==> config.mk <==
export PLATFORM = sky130hd
export DESIGN_NAME = rxiod_eye_tap_align_flat
export DESIGN_NICKNAME = d
export VERILOG_FILES = /design/src/rtl/rxiod_align_pkg.sv /design/src/rtl/rxiod_eye_tap_align_if.sv /design/src/rtl/rxiod_eye_window_tracker.sv /design/src/rtl/rxiod_eye_tap_align.sv /design/src/flat_wrapper.sv
export SDC_FILE = /design/constraint.sdc
export NUM_CORES = 1
export LEC_CHECK = 0
export BUFFER_PORTS_ARGS = -buffer_cell sky130_fd_sc_hd__buf_4
export CAP_MARGIN = 40
export CORE_MARGIN = 3
export CORE_UTILIZATION = 35
export DETAILED_ROUTE_END_ITERATION = 8
export HOLD_SLACK_MARGIN = 0.15
export PLACE_DENSITY_LB_ADDON = 0.12
export SLEW_MARGIN = 15
export SYNTH_ARGS = -nofsm -noshare
export SYNTH_HDL_FRONTEND = slang
export SYNTH_SLANG_ARGS = --single-unit
export TNS_END_PERCENT = 5
==> constraint.sdc <==
create_clock -name FAB_CLK -period 4.43 [get_ports FAB_CLK]
set_input_delay 0.443 -clock FAB_CLK [delete_from_list [all_inputs] [get_ports FAB_CLK]]
set_output_delay 0.443 -clock FAB_CLK [all_outputs]
set_load 0.01 [all_outputs]
==> src/rtl/rxiod_align_pkg.sv <==
// Shared types and default constants for the RX IOD eye-tap aligner.
// Imported by the interface users, the top and the window tracker.
package rxiod_align_pkg;

    localparam int NUM_TAPS_DEF      = 128;
    localparam int SETTLE_CYCLES_DEF = 8;
    localparam int SAMPLE_CYCLES_DEF = 64;
    localparam int MIN_WIN_DEF       = 4;
    localparam int TAP_W_DEF         = $clog2(NUM_TAPS_DEF) + 1;

    typedef logic [TAP_W_DEF-1:0] tap_t;

    typedef enum logic [3:0] {
        S_IDLE,
        S_LOAD,
        S_CLR,
        S_SETTLE,
        S_SAMPLE,
        S_EVAL,
        S_STEP,
        S_CALC,
        S_RETURN,
        S_DONE,
        S_ERR
    } align_state_e;

endpackage

==> src/rtl/rxiod_eye_tap_align_if.sv <==
// Control, status and IOD-side signals of one aligner lane.
// slave is the aligner side, master is the controller/IOD side.
interface rxiod_eye_tap_align_if #(
    parameter int TAP_W = 8
);

    logic             START;
    logic             EYE_MONITOR_EARLY;
    logic             EYE_MONITOR_LATE;
    logic             DELAY_LINE_OUT_OF_RANGE;
    logic             EYE_MONITOR_CLEAR_FLAGS;
    logic             DELAY_LINE_LOAD;
    logic             DELAY_LINE_MOVE;
    logic             DELAY_LINE_DIRECTION;
    logic             BUSY;
    logic             ALIGN_DONE;
    logic             ALIGN_ERR;
    logic [TAP_W-1:0] TAP_CUR;
    logic [TAP_W-1:0] WIN_START;
    logic [TAP_W-1:0] WIN_LEN;

    modport slave (
        input  START,
        input  EYE_MONITOR_EARLY,
        input  EYE_MONITOR_LATE,
        input  DELAY_LINE_OUT_OF_RANGE,
        output EYE_MONITOR_CLEAR_FLAGS,
        output DELAY_LINE_LOAD,
        output DELAY_LINE_MOVE,
        output DELAY_LINE_DIRECTION,
        output BUSY,
        output ALIGN_DONE,
        output ALIGN_ERR,
        output TAP_CUR,
        output WIN_START,
        output WIN_LEN
    );

    modport master (
        output START,
        output EYE_MONITOR_EARLY,
        output EYE_MONITOR_LATE,
        output DELAY_LINE_OUT_OF_RANGE,
        input  EYE_MONITOR_CLEAR_FLAGS,
        input  DELAY_LINE_LOAD,
        input  DELAY_LINE_MOVE,
        input  DELAY_LINE_DIRECTION,
        input  BUSY,
        input  ALIGN_DONE,
        input  ALIGN_ERR,
        input  TAP_CUR,
        input  WIN_START,
        input  WIN_LEN
    );

endinterface

==> src/rtl/rxiod_eye_window_tracker.sv <==
// Run-length tracker: longest contiguous clean tap window seen so far.
// Ties keep the earliest window because replacement needs a strictly longer run.
module rxiod_eye_window_tracker
    import rxiod_align_pkg::*;
#(
    parameter int TAP_W = TAP_W_DEF
) (
    input  logic             clk,
    input  logic             rst_n,
    input  logic             clr,
    input  logic             valid,
    input  logic             dirty,
    input  logic [TAP_W-1:0] tap,
    output logic [TAP_W-1:0] best_start,
    output logic [TAP_W-1:0] best_len
);

    logic [TAP_W-1:0] r_cur_start;
    logic [TAP_W-1:0] r_cur_len;
    logic [TAP_W-1:0] r_best_start;
    logic [TAP_W-1:0] r_best_len;
    logic [TAP_W-1:0] w_run_len;

    assign w_run_len  = r_cur_len + TAP_W'(1);
    assign best_start = r_best_start;
    assign best_len   = r_best_len;

    // Extend or restart the current run per evaluated tap, promote longer runs.
    always_ff @(posedge clk) begin
        if (!rst_n || clr) begin
            r_cur_start  <= '0;
            r_cur_len    <= '0;
            r_best_start <= '0;
            r_best_len   <= '0;
        end else if (valid) begin
            if (dirty) begin
                r_cur_len   <= '0;
                r_cur_start <= tap + TAP_W'(1);
            end else begin
                r_cur_len <= w_run_len;
                if (w_run_len > r_best_len) begin
                    r_best_start <= r_cur_start;
                    r_best_len   <= w_run_len;
                end
            end
        end
    end

endmodule

==> src/rtl/rxiod_eye_tap_align.sv <==
// Sweeps the RX IOD delay line over every tap, scores each tap with the
// eye monitor, then walks back to the centre of the longest clean window.
module rxiod_eye_tap_align
    import rxiod_align_pkg::*;
#(
    parameter int NUM_TAPS      = NUM_TAPS_DEF,
    parameter int TAP_W         = $clog2(NUM_TAPS) + 1,
    parameter int SETTLE_CYCLES = SETTLE_CYCLES_DEF,
    parameter int SAMPLE_CYCLES = SAMPLE_CYCLES_DEF,
    parameter int MIN_WIN       = MIN_WIN_DEF
) (
    input  logic                  FAB_CLK,
    input  logic                  RESET_N,
    rxiod_eye_tap_align_if.slave  bus
);

    localparam int CNT_MAX = (SETTLE_CYCLES > SAMPLE_CYCLES) ?
                             SETTLE_CYCLES : SAMPLE_CYCLES;
    localparam int CNT_W   = $clog2(CNT_MAX + 1);

    localparam logic [CNT_W-1:0] SETTLE_END = CNT_W'(SETTLE_CYCLES - 1);
    localparam logic [CNT_W-1:0] SAMPLE_END = CNT_W'(SAMPLE_CYCLES - 1);
    localparam logic [TAP_W-1:0] LAST_TAP   = TAP_W'(NUM_TAPS - 1);
    localparam logic [TAP_W-1:0] MIN_LEN    = TAP_W'(MIN_WIN);

    align_state_e     r_state;
    logic [CNT_W-1:0] r_cnt;
    logic             r_dirty;
    logic [TAP_W-1:0] r_tap;
    logic [TAP_W-1:0] r_rem;
    logic             r_clr;
    logic             r_load;
    logic             r_move;
    logic             r_dir;
    logic             r_busy;
    logic             r_done;
    logic             r_err;

    logic             w_oor;
    logic             w_flag;
    logic             w_trk_clr;
    logic             w_trk_valid;
    logic [TAP_W-1:0] w_best_start;
    logic [TAP_W-1:0] w_best_len;
    logic [TAP_W-1:0] w_center;
    logic [TAP_W-1:0] w_remaining;
    logic             w_too_short;

    assign w_oor       = bus.DELAY_LINE_OUT_OF_RANGE;
    assign w_flag      = bus.EYE_MONITOR_EARLY | bus.EYE_MONITOR_LATE;
    assign w_trk_clr   = (r_state == S_LOAD);
    assign w_trk_valid = (r_state == S_EVAL);

    // Floor centre of the best window and the decrement count to reach it.
    assign w_center    = w_best_start + ((w_best_len - TAP_W'(1)) >> 1);
    assign w_remaining = LAST_TAP - w_center;
    assign w_too_short = (w_best_len == '0) || (w_best_len < MIN_LEN);

    rxiod_eye_window_tracker #(
        .TAP_W (TAP_W)
    ) u_tracker (
        .clk        (FAB_CLK),
        .rst_n      (RESET_N),
        .clr        (w_trk_clr),
        .valid      (w_trk_valid),
        .dirty      (r_dirty),
        .tap        (r_tap),
        .best_start (w_best_start),
        .best_len   (w_best_len)
    );

    assign bus.EYE_MONITOR_CLEAR_FLAGS = r_clr;
    assign bus.DELAY_LINE_LOAD         = r_load;
    assign bus.DELAY_LINE_MOVE         = r_move;
    assign bus.DELAY_LINE_DIRECTION    = r_dir;
    assign bus.BUSY                    = r_busy;
    assign bus.ALIGN_DONE              = r_done;
    assign bus.ALIGN_ERR               = r_err;
    assign bus.TAP_CUR                 = r_tap;
    assign bus.WIN_START               = w_best_start;
    assign bus.WIN_LEN                 = w_best_len;

    // Sweep/return sequencer; IOD pulses are registered on entry to their state.
    always_ff @(posedge FAB_CLK) begin
        if (!RESET_N) begin
            r_state <= S_IDLE;
            r_cnt   <= '0;
            r_dirty <= 1'b0;
            r_tap   <= '0;
            r_rem   <= '0;
            r_clr   <= 1'b0;
            r_load  <= 1'b0;
            r_move  <= 1'b0;
            r_dir   <= 1'b0;
            r_busy  <= 1'b0;
            r_done  <= 1'b0;
            r_err   <= 1'b0;
        end else begin
            r_clr  <= 1'b0;
            r_load <= 1'b0;
            r_move <= 1'b0;
            unique case (r_state)
                S_IDLE, S_DONE, S_ERR: begin
                    if (bus.START) begin
                        r_state <= S_LOAD;
                        r_load  <= 1'b1;
                        r_busy  <= 1'b1;
                        r_done  <= 1'b0;
                        r_err   <= 1'b0;
                        r_tap   <= '0;
                    end
                end
                S_LOAD: begin
                    r_state <= S_CLR;
                    r_clr   <= 1'b1;
                end
                S_CLR: begin
                    r_state <= S_SETTLE;
                    r_cnt   <= '0;
                    r_dirty <= 1'b0;
                end
                S_SETTLE: begin
                    if (w_oor) begin
                        r_state <= S_ERR;
                        r_err   <= 1'b1;
                        r_busy  <= 1'b0;
                    end else if (r_cnt == SETTLE_END) begin
                        r_state <= S_SAMPLE;
                        r_cnt   <= '0;
                    end else begin
                        r_cnt <= r_cnt + CNT_W'(1);
                    end
                end
                S_SAMPLE: begin
                    if (w_oor) begin
                        r_state <= S_ERR;
                        r_err   <= 1'b1;
                        r_busy  <= 1'b0;
                    end else begin
                        r_dirty <= r_dirty | w_flag;
                        if (r_cnt == SAMPLE_END) begin
                            r_state <= S_EVAL;
                        end else begin
                            r_cnt <= r_cnt + CNT_W'(1);
                        end
                    end
                end
                S_EVAL: begin
                    if (r_tap == LAST_TAP) begin
                        r_state <= S_CALC;
                    end else begin
                        r_state <= S_STEP;
                        r_move  <= 1'b1;
                        r_dir   <= 1'b1;
                        r_tap   <= r_tap + TAP_W'(1);
                    end
                end
                S_STEP: begin
                    if (w_oor) begin
                        r_state <= S_ERR;
                        r_err   <= 1'b1;
                        r_busy  <= 1'b0;
                    end else begin
                        r_state <= S_CLR;
                        r_clr   <= 1'b1;
                    end
                end
                S_CALC: begin
                    if (w_too_short) begin
                        r_state <= S_ERR;
                        r_err   <= 1'b1;
                        r_busy  <= 1'b0;
                    end else if (w_remaining == '0) begin
                        r_state <= S_DONE;
                        r_done  <= 1'b1;
                        r_busy  <= 1'b0;
                    end else begin
                        r_state <= S_RETURN;
                        r_move  <= 1'b1;
                        r_dir   <= 1'b0;
                        r_tap   <= r_tap - TAP_W'(1);
                        r_rem   <= w_remaining - TAP_W'(1);
                    end
                end
                S_RETURN: begin
                    // r_move high marks the pulse half; the next cycle is idle.
                    if (w_oor) begin
                        r_state <= S_ERR;
                        r_err   <= 1'b1;
                        r_busy  <= 1'b0;
                    end else if (r_move) begin
                        r_state <= S_RETURN;
                    end else if (r_rem == '0) begin
                        r_state <= S_DONE;
                        r_done  <= 1'b1;
                        r_busy  <= 1'b0;
                    end else begin
                        r_move <= 1'b1;
                        r_dir  <= 1'b0;
                        r_tap  <= r_tap - TAP_W'(1);
                        r_rem  <= r_rem - TAP_W'(1);
                    end
                end
                default: begin
                    r_state <= S_IDLE;
                end
            endcase
        end
    end

endmodule

==> src/flat_wrapper.sv <==
// flat-port wrapper written by rule: the top's interface ports become plain ports
module rxiod_eye_tap_align_flat import rxiod_align_pkg::*;
#(
    parameter int NUM_TAPS      = NUM_TAPS_DEF,
    parameter int TAP_W         = $clog2(NUM_TAPS) + 1,
    parameter int SETTLE_CYCLES = SETTLE_CYCLES_DEF,
    parameter int SAMPLE_CYCLES = SAMPLE_CYCLES_DEF,
    parameter int MIN_WIN       = MIN_WIN_DEF
)
  (FAB_CLK, RESET_N, bus_START, bus_EYE_MONITOR_EARLY, bus_EYE_MONITOR_LATE, bus_DELAY_LINE_OUT_OF_RANGE, bus_EYE_MONITOR_CLEAR_FLAGS, bus_DELAY_LINE_LOAD, bus_DELAY_LINE_MOVE, bus_DELAY_LINE_DIRECTION, bus_BUSY, bus_ALIGN_DONE, bus_ALIGN_ERR, bus_TAP_CUR, bus_WIN_START, bus_WIN_LEN);
  rxiod_eye_tap_align_if #(.TAP_W(TAP_W)) bus_i ();
  input  logic FAB_CLK;
  input  logic RESET_N;
  input wire logic [$bits(bus_i.START)-1:0] bus_START;
  input wire logic [$bits(bus_i.EYE_MONITOR_EARLY)-1:0] bus_EYE_MONITOR_EARLY;
  input wire logic [$bits(bus_i.EYE_MONITOR_LATE)-1:0] bus_EYE_MONITOR_LATE;
  input wire logic [$bits(bus_i.DELAY_LINE_OUT_OF_RANGE)-1:0] bus_DELAY_LINE_OUT_OF_RANGE;
  output wire logic [$bits(bus_i.EYE_MONITOR_CLEAR_FLAGS)-1:0] bus_EYE_MONITOR_CLEAR_FLAGS;
  output wire logic [$bits(bus_i.DELAY_LINE_LOAD)-1:0] bus_DELAY_LINE_LOAD;
  output wire logic [$bits(bus_i.DELAY_LINE_MOVE)-1:0] bus_DELAY_LINE_MOVE;
  output wire logic [$bits(bus_i.DELAY_LINE_DIRECTION)-1:0] bus_DELAY_LINE_DIRECTION;
  output wire logic [$bits(bus_i.BUSY)-1:0] bus_BUSY;
  output wire logic [$bits(bus_i.ALIGN_DONE)-1:0] bus_ALIGN_DONE;
  output wire logic [$bits(bus_i.ALIGN_ERR)-1:0] bus_ALIGN_ERR;
  output wire logic [$bits(bus_i.TAP_CUR)-1:0] bus_TAP_CUR;
  output wire logic [$bits(bus_i.WIN_START)-1:0] bus_WIN_START;
  output wire logic [$bits(bus_i.WIN_LEN)-1:0] bus_WIN_LEN;
  assign bus_i.START = bus_START;
  assign bus_i.EYE_MONITOR_EARLY = bus_EYE_MONITOR_EARLY;
  assign bus_i.EYE_MONITOR_LATE = bus_EYE_MONITOR_LATE;
  assign bus_i.DELAY_LINE_OUT_OF_RANGE = bus_DELAY_LINE_OUT_OF_RANGE;
  assign bus_EYE_MONITOR_CLEAR_FLAGS = bus_i.EYE_MONITOR_CLEAR_FLAGS;
  assign bus_DELAY_LINE_LOAD = bus_i.DELAY_LINE_LOAD;
  assign bus_DELAY_LINE_MOVE = bus_i.DELAY_LINE_MOVE;
  assign bus_DELAY_LINE_DIRECTION = bus_i.DELAY_LINE_DIRECTION;
  assign bus_BUSY = bus_i.BUSY;
  assign bus_ALIGN_DONE = bus_i.ALIGN_DONE;
  assign bus_ALIGN_ERR = bus_i.ALIGN_ERR;
  assign bus_TAP_CUR = bus_i.TAP_CUR;
  assign bus_WIN_START = bus_i.WIN_START;
  assign bus_WIN_LEN = bus_i.WIN_LEN;
  rxiod_eye_tap_align #(.NUM_TAPS(NUM_TAPS), .TAP_W(TAP_W), .SETTLE_CYCLES(SETTLE_CYCLES), .SAMPLE_CYCLES(SAMPLE_CYCLES), .MIN_WIN(MIN_WIN)) u_core (.FAB_CLK(FAB_CLK), .RESET_N(RESET_N), .bus(bus_i));
endmodule
# Yosys cells after proc, flatten, opt, wreduce, memory -nomap -nowiden
# Index checks and enable logic that the tools add are counted.
dict set report classes {
  n_lt_le_gt_ge 2
  muxes 70
  addsub 9
  bitwise 3
  n_reduce_logical 30
  n_eq_ne 34
}
# cell n
set op_table {}
lappend op_table {{$mux W8} 13}
lappend op_table {{$mux W4} 10}
lappend op_table {{$pmux W4 S9} 1}
lappend op_table {{$mux W1} 32}
lappend op_table {{$pmux W8 S4} 1}
lappend op_table {{$sub A8 B1 Y8 const B} 4}
lappend op_table {{$mux W7} 4}
lappend op_table {{$logic_not A8 Y1} 3}
lappend op_table {{$pmux W7 S3} 1}
lappend op_table {{$ne A2 B2 Y1 const B} 10}
lappend op_table {{$add A8 B1 Y8 const B} 2}
lappend op_table {{$eq A4 B3 Y1 const B} 4}
lappend op_table {{$pmux W8 S2} 1}
lappend op_table {{$reduce_and A7 Y1} 2}
lappend op_table {{$eq A4 B4 Y1 const B} 3}
lappend op_table {{$pmux W1 S3} 4}
lappend op_table {{$reduce_and A4 Y1} 3}
lappend op_table {{$reduce_and A6 Y1} 2}
lappend op_table {{$reduce_bool A3 Y1} 4}
lappend op_table {{$ne A2 B1 Y1 const B} 5}
lappend op_table {{$ne A3 B2 Y1 const B} 3}
lappend op_table {{$add A8 B7 Y8} 1}
lappend op_table {{$eq A4 B2 Y1 const B} 2}
lappend op_table {{$eq A8 B7 Y1 const B} 1}
lappend op_table {{other kinds (24)} 32}
dict set report totals {
  out_inout_bits 31
  ff_bits 67
  in_bits 6
  wordCells 164
}

# Longest topological paths before layout
dict set report depth {
  ltp_word 7
  mapped_depth 17
  mapped_depth_nobuf 15
}

# By module
# A second synthesis with hierarchy kept.
dict set report unflattened {
  hier_cells 572
  area_unflattened_um2 4594.4
}
# mod area_each_um2 seq_area_each_um2 cells_per_inst n_inst
set modules_own_cells {}
lappend modules_own_cells {rxiod_eye_tap_align 2925.3 700.7 384 1}
lappend modules_own_cells {rxiod_eye_window_tracker 1669.1 640.6 188 1}

# Worst setup path before layout
# No wires, ideal clock.
dict set report synth_path {
  path_kind {register to register}
  from {register u_core.u_tracker.r_best_len[0], in the netlist u_core.u_tracker.best_len[0]}
  to {register u_core.r_rem[6]}
  path_buffers 0
  period_less_slack_ps 3356
  path_stages_with_launch 15
  required_ps 4346
  setup_slack_ps 1074
  setup_time_ps 84
  arrival_time_ps 3272
  path_cell_list {dfxtp_1 inv_1 ha_1 xnor2_1 ha_1 ha_1 inv_1 fa_1 nor2b_1 o22ai_2 xnor2_1 or4_4 a22o_1 o21a_1 o31ai_2}
}
dict set report synth_via {
  elab_chain_cells 7
  word_cells_on_any_way 14
  classes_between {add/sub: 4; order compare: 1; eq/ne: 2; mux: 3; reduce/logical: 4}
}
# item line
set synth_rtl {}
lappend synth_rtl {{start, declared} rxiod_eye_window_tracker.sv:21} ;# logic [TAP_W-1:0] r_best_len;
lappend synth_rtl {{start signal, assigned} rxiod_eye_window_tracker.sv:43} ;# r_best_len <= w_run_len;
lappend synth_rtl {{$sub A8 B1 Y8} rxiod_eye_tap_align.sv:55} ;# assign w_center = w_best_start + ((w_best_len - TAP_W'(1)) >> 1);
lappend synth_rtl {{$add A8 B7 Y8} rxiod_eye_tap_align.sv:55}
lappend synth_rtl {{$sub A7 B8 Y8} rxiod_eye_tap_align.sv:56} ;# assign w_remaining = LAST_TAP - w_center;
lappend synth_rtl {{$sub A8 B1 Y8} rxiod_eye_tap_align.sv:182} ;# r_rem <= w_remaining - TAP_W'(1);
lappend synth_rtl {{$mux W8} rxiod_eye_tap_align.sv:173} ;# end else if (w_remaining == '0) begin
lappend synth_rtl {{$mux W8} rxiod_eye_tap_align.sv:169} ;# if (w_too_short) begin
lappend synth_rtl {{$pmux W8 S2} rxiod_eye_tap_align.sv:102} ;# unique case (r_state)
lappend synth_rtl {{end signal, assigned} rxiod_eye_tap_align.sv:182}
lappend synth_rtl {{end signal, assigned} rxiod_eye_tap_align.sv:201} ;# r_rem <= r_rem - TAP_W'(1);
lappend synth_rtl {{end, declared} rxiod_eye_tap_align.sv:30} ;# logic [TAP_W-1:0] r_rem;
# Several ways; a longest one is shown, not always the timed one. The select of a mux whose other input is x is not followed.
# A chain may end at the register's enable or synchronous reset.

# Worst setup path in the final report
dict set report layout_path {
  from {register u_core.u_tracker.r_best_len[0], in the netlist u_core.u_tracker.best_len[0]}
  to {register u_core.r_tap[3], in the netlist u_core.bus.TAP_CUR[3]}
}
dict set report layout_via {
  elab_chain_cells 6
  word_cells_on_any_way 10
  classes_between {add/sub: 3; order compare: 1; eq/ne: 2; reduce/logical: 4}
}
# item line
set layout_rtl {}
lappend layout_rtl {{$sub A8 B1 Y8} rxiod_eye_tap_align.sv:55}
lappend layout_rtl {{$add A8 B7 Y8} rxiod_eye_tap_align.sv:55}
lappend layout_rtl {{$sub A7 B8 Y8} rxiod_eye_tap_align.sv:56}
lappend layout_rtl {{$logic_not A8 Y1} rxiod_eye_tap_align.sv:173}
lappend layout_rtl {{$ne A2 B2 Y1 (no source line)} -}
lappend layout_rtl {{$reduce_and A8 Y1 (no source line) (*)} -}
lappend layout_rtl {{end signal, assigned} rxiod_eye_tap_align.sv:155} ;# r_tap <= r_tap + TAP_W'(1);
lappend layout_rtl {{end signal, assigned} rxiod_eye_tap_align.sv:181} ;# r_tap <= r_tap - TAP_W'(1);
lappend layout_rtl {{end signal, assigned} rxiod_eye_tap_align.sv:200} ;# r_tap <= r_tap - TAP_W'(1);
lappend layout_rtl {{end, declared} rxiod_eye_tap_align.sv:29} ;# logic [TAP_W-1:0] r_tap;
# Every way passes the cells marked *; elsewhere a longest branch is shown, timed or not.

==> summary.txt <==
Pwr
  – Power per cell area: between 400 and 500 nW/um^2
  – Leak: ~2.0 nW
  – Maximum VDD drop: approximately 240 uV
  – Design Power: 2.21 mW

Worst setup path
  – Crit start category: register
  – R2R Setup Slk: 0.65 ns
  – R2R Path Start: u_core.u_tracker.best_len[0]
  – CP max FO: 15
  – Setup CP Type: reg2reg
  – CP arrival: approximately 4.0 ns
  – CP endpoint: u_core.bus.TAP_CUR[3]
  – Worst flop-to-flop path endpoint: u_core.bus.TAP_CUR[3]
  – R2R cell count: 14
  – Worst EP required: between 4 and 5 ns
  – Crit path capture type: register
  – Critical Path Start: u_core.u_tracker.best_len[0]

STA
  – Final Setup Violations: 0
  – Max_slew headroom: a little under half
  – Worst slew pin tran: about 0.82 ns
  – Final Hold Vio Count: 0
  – RSZ-0062 raised after global routing: no
  – Clock Skews: ~0.0074 ns
  – Period utilisation layout: between 80 and 90%
  – Final setup TNS: 0 ns
  – Fin Hold WS: slightly above 0.4 ns
  – Max Slew Vio Count: 0
  – Tmin final: around 3.8 ns
  – F_max: about 260 MHz

Min path
  – Hold depth: 2
  – Min-Delay Path Class: in2reg

Layout
  – Area Growth Syn to Fin: 15.5%
  – Final core occ: 42.4%
  – Final nets: around 630
  – ANT cells: 0
  – Final instance area: between 5000 and 6000 sq um
  – Layout cell share with drive strength beyond 1: 11.7%
  – Fillers: 1289

Synthesis
  – Synth cell count leaders: dfxtp_1, nor2_1, nand2_1
  – Post-synthesis sequential area ratio: between 20 and 30%
  – Most numerous cell in the Yosys netlist: dfxtp_1
  – Mapped cell area: 4520 sq um
  – Synth unique cells: between 70 and 80
  – Post-synth net total: 609
  – Largest cells by area after synthesis: dfxtp_1, ha_1, nor2_1
  – Flops & latches, synth: 67
  – Syn Area/Cell: between 7 and 8 sq um
  – Synth area leader: dfxtp_1
  – Synthesized instance count: approximately 580
  – Synth top area share: 29.7%
  – Post-synth top flop: dfxtp_1
  – Ys async rst share: 0%
  – Post-synth EDFFs: 0
  – Ys Warns: 0

Global routing
  – Initial antenna violation count: 0
  – Gr usage total: 17.7%
  – Overflow after GRT: 0
  – Largest net degree at the start of global routing: 40
  – First-pass GRT wire length: 20700 microns
  – Vias in the first global route: between 4000 and 5000

Placement
  – Port Buf Inserts: 36
  – Hpwl dp: 8910 microns
  – Dpl cell area: around 4900 sq um
  – Global placement routability congestion: 0.821

Route
  – DR pass1 iterations: 4
  – Vias/cell: around 5.5
  – WL/cell: between 15 and 20 microns
  – Vias: between 4000 and 5000
  – DRT iter0 DRCs: between 200 and 300
  – Detailed Route WL: between 10000 and 15000 microns
  – Drt drc: 0
  – Number of routed nets with antenna violations: 0

Clocking
  – Root buf cell: clkbuf_16
  – Clk_lat worst skew: roughly 0.34 ns
  – Post-CTS setup buffers: 0
  – Htree depth: 3
  – Post-CTS Hold Buffers: 0
  – CTS Buf Count: 9
  – Post-cts sizing count: 0
  – CTS sink cnt: 67
  – Clk buf depth: 2
  – Reg clk slew, reported paths: about 0.06 ns
  – CTS tree: yes

Floorplan
  – Chip Height: 120 microns
  – Initial core utilization: between 30% and 40%
  – Core Region: about 12000 sq um
  – FP Rows: 40
  – Die Width: 120 microns
  – Die area: between 10000 and 15000 sq um
  – # IOs: 37

Run
  – Max cap viols: 0

Run status
  – Outcome: finished, final reports clean
layout by cell type (no fill, tap or decap), types with 7 or more instances in the layout:
master,instances
nor3_1,14
nand4_1,16
nand2_1,43
o21ai_0,23
buf_4,42
a211oi_1,11
or3_1,7
dfxtp_1,67
inv_1,32
nand3_1,25
a22oi_1,7
clkbuf_16,9
xnor2_1,16
ha_1,27
nand3b_1,8
o211ai_1,10
nor2_1,65
o31ai_1,17
mux2i_1,7
nor2b_1,12
a21oi_1,22
xor2_1,13
logic make-up after synthesis:
logic type,Yosys count,share of synthesized area (%)
buffers and inverters,67,6.06
and+or+nand+nor,228,25.5
DFF,67,29.7
adders and majority gates,29,8.13
muxes,7,1.55
AOI/OAI and AO/OA,148,23.4
xor gates and xnor gates,29,5.62
worst min path at each step:
stage                                                from                             end  slack (ns)
after floorplan           u_core.u_tracker.r_cur_start[0]  u_core.u_tracker.best_start[0]        0.44
after global placement                    u_core.bus.BUSY                 u_core.bus.BUSY        0.45
after detailed placement            u_core.bus.ALIGN_DONE           u_core.bus.ALIGN_DONE        0.45
after CTS                                       bus_START      u_core.bus.DELAY_LINE_LOAD        0.39
after global routing                            bus_START      u_core.bus.DELAY_LINE_LOAD        0.42
final                                           bus_START      u_core.bus.DELAY_LINE_LOAD        0.40
metal layers:
metal	vias to the layer above	share of wire (%)	track usage, %
li1	2137	-	-
met1	1990	50	23.9
met2	77	46	27.5
met3	9	3.4	4.10
met4	0	1.0	6.73
met5	-	0	0
report_power, final:
part	switching (mW)	total, mW	internal, mW
Clock	0.264	0.759	0.494
Combinational	0.441	0.733	0.292
Sequential	0.0679	0.721	0.653
Total	0.773	2.21	1.44
registers in the layout (all words and copies together), names as in the netlist, 4 cells and up:
register                      cells
u_core.r_cnt                      7
u_core.r_rem                      8
u_core.u_tracker.r_cur_len        8
u_core.u_tracker.best_len         8
u_core.r_state                    4
u_core.bus.TAP_CUR                8
u_core.u_tracker.best_start       8
u_core.u_tracker.r_cur_start      8
through the flow:
| step | setup WS, ns | cells |
|---|---|---|
| 3_5_place_dp | 0.652 | 751 |
| 3_3_place_gp | 0.773 | 750 |
| 2_1_floorplan | 1.07 | 575 |
| 5_1_grt | 0.332 | 766 |
| 6_report | 0.651 | 766 |
| 4_1_cts | 0.637 | 766 |
worst max-delay path, stage by stage (launching register included):
cell	delay, ns
dfxtp_1	0.41
inv_1	0.10
ha_1	0.24
xnor2_1	0.14
ha_1	0.28
ha_1	0.18
inv_1	0.06
fa_1	0.39
nor2b_1	0.21
o22ai_2	0.11
xnor2_1	0.18
nor3_1	0.40
a31o_1	0.57
nor2_1	0.10
o221a_2	0.28
final cells by class:
class / count / area, sq um / share of cell area [%]
inverters: 32 / 120 / 2.30
flip-flops and latches: 67 / 1340 / 25.7
clock buffers: 14 / 284 / 5.44
clock inverters: 1 / 30.0 / 0.575
multi-input cells: 441 / 2910 / 55.7
repair buffers: 43 / 330 / 6.32
well taps: 168 / 210 / 4.02
Power figures use the tool's default switching activity.
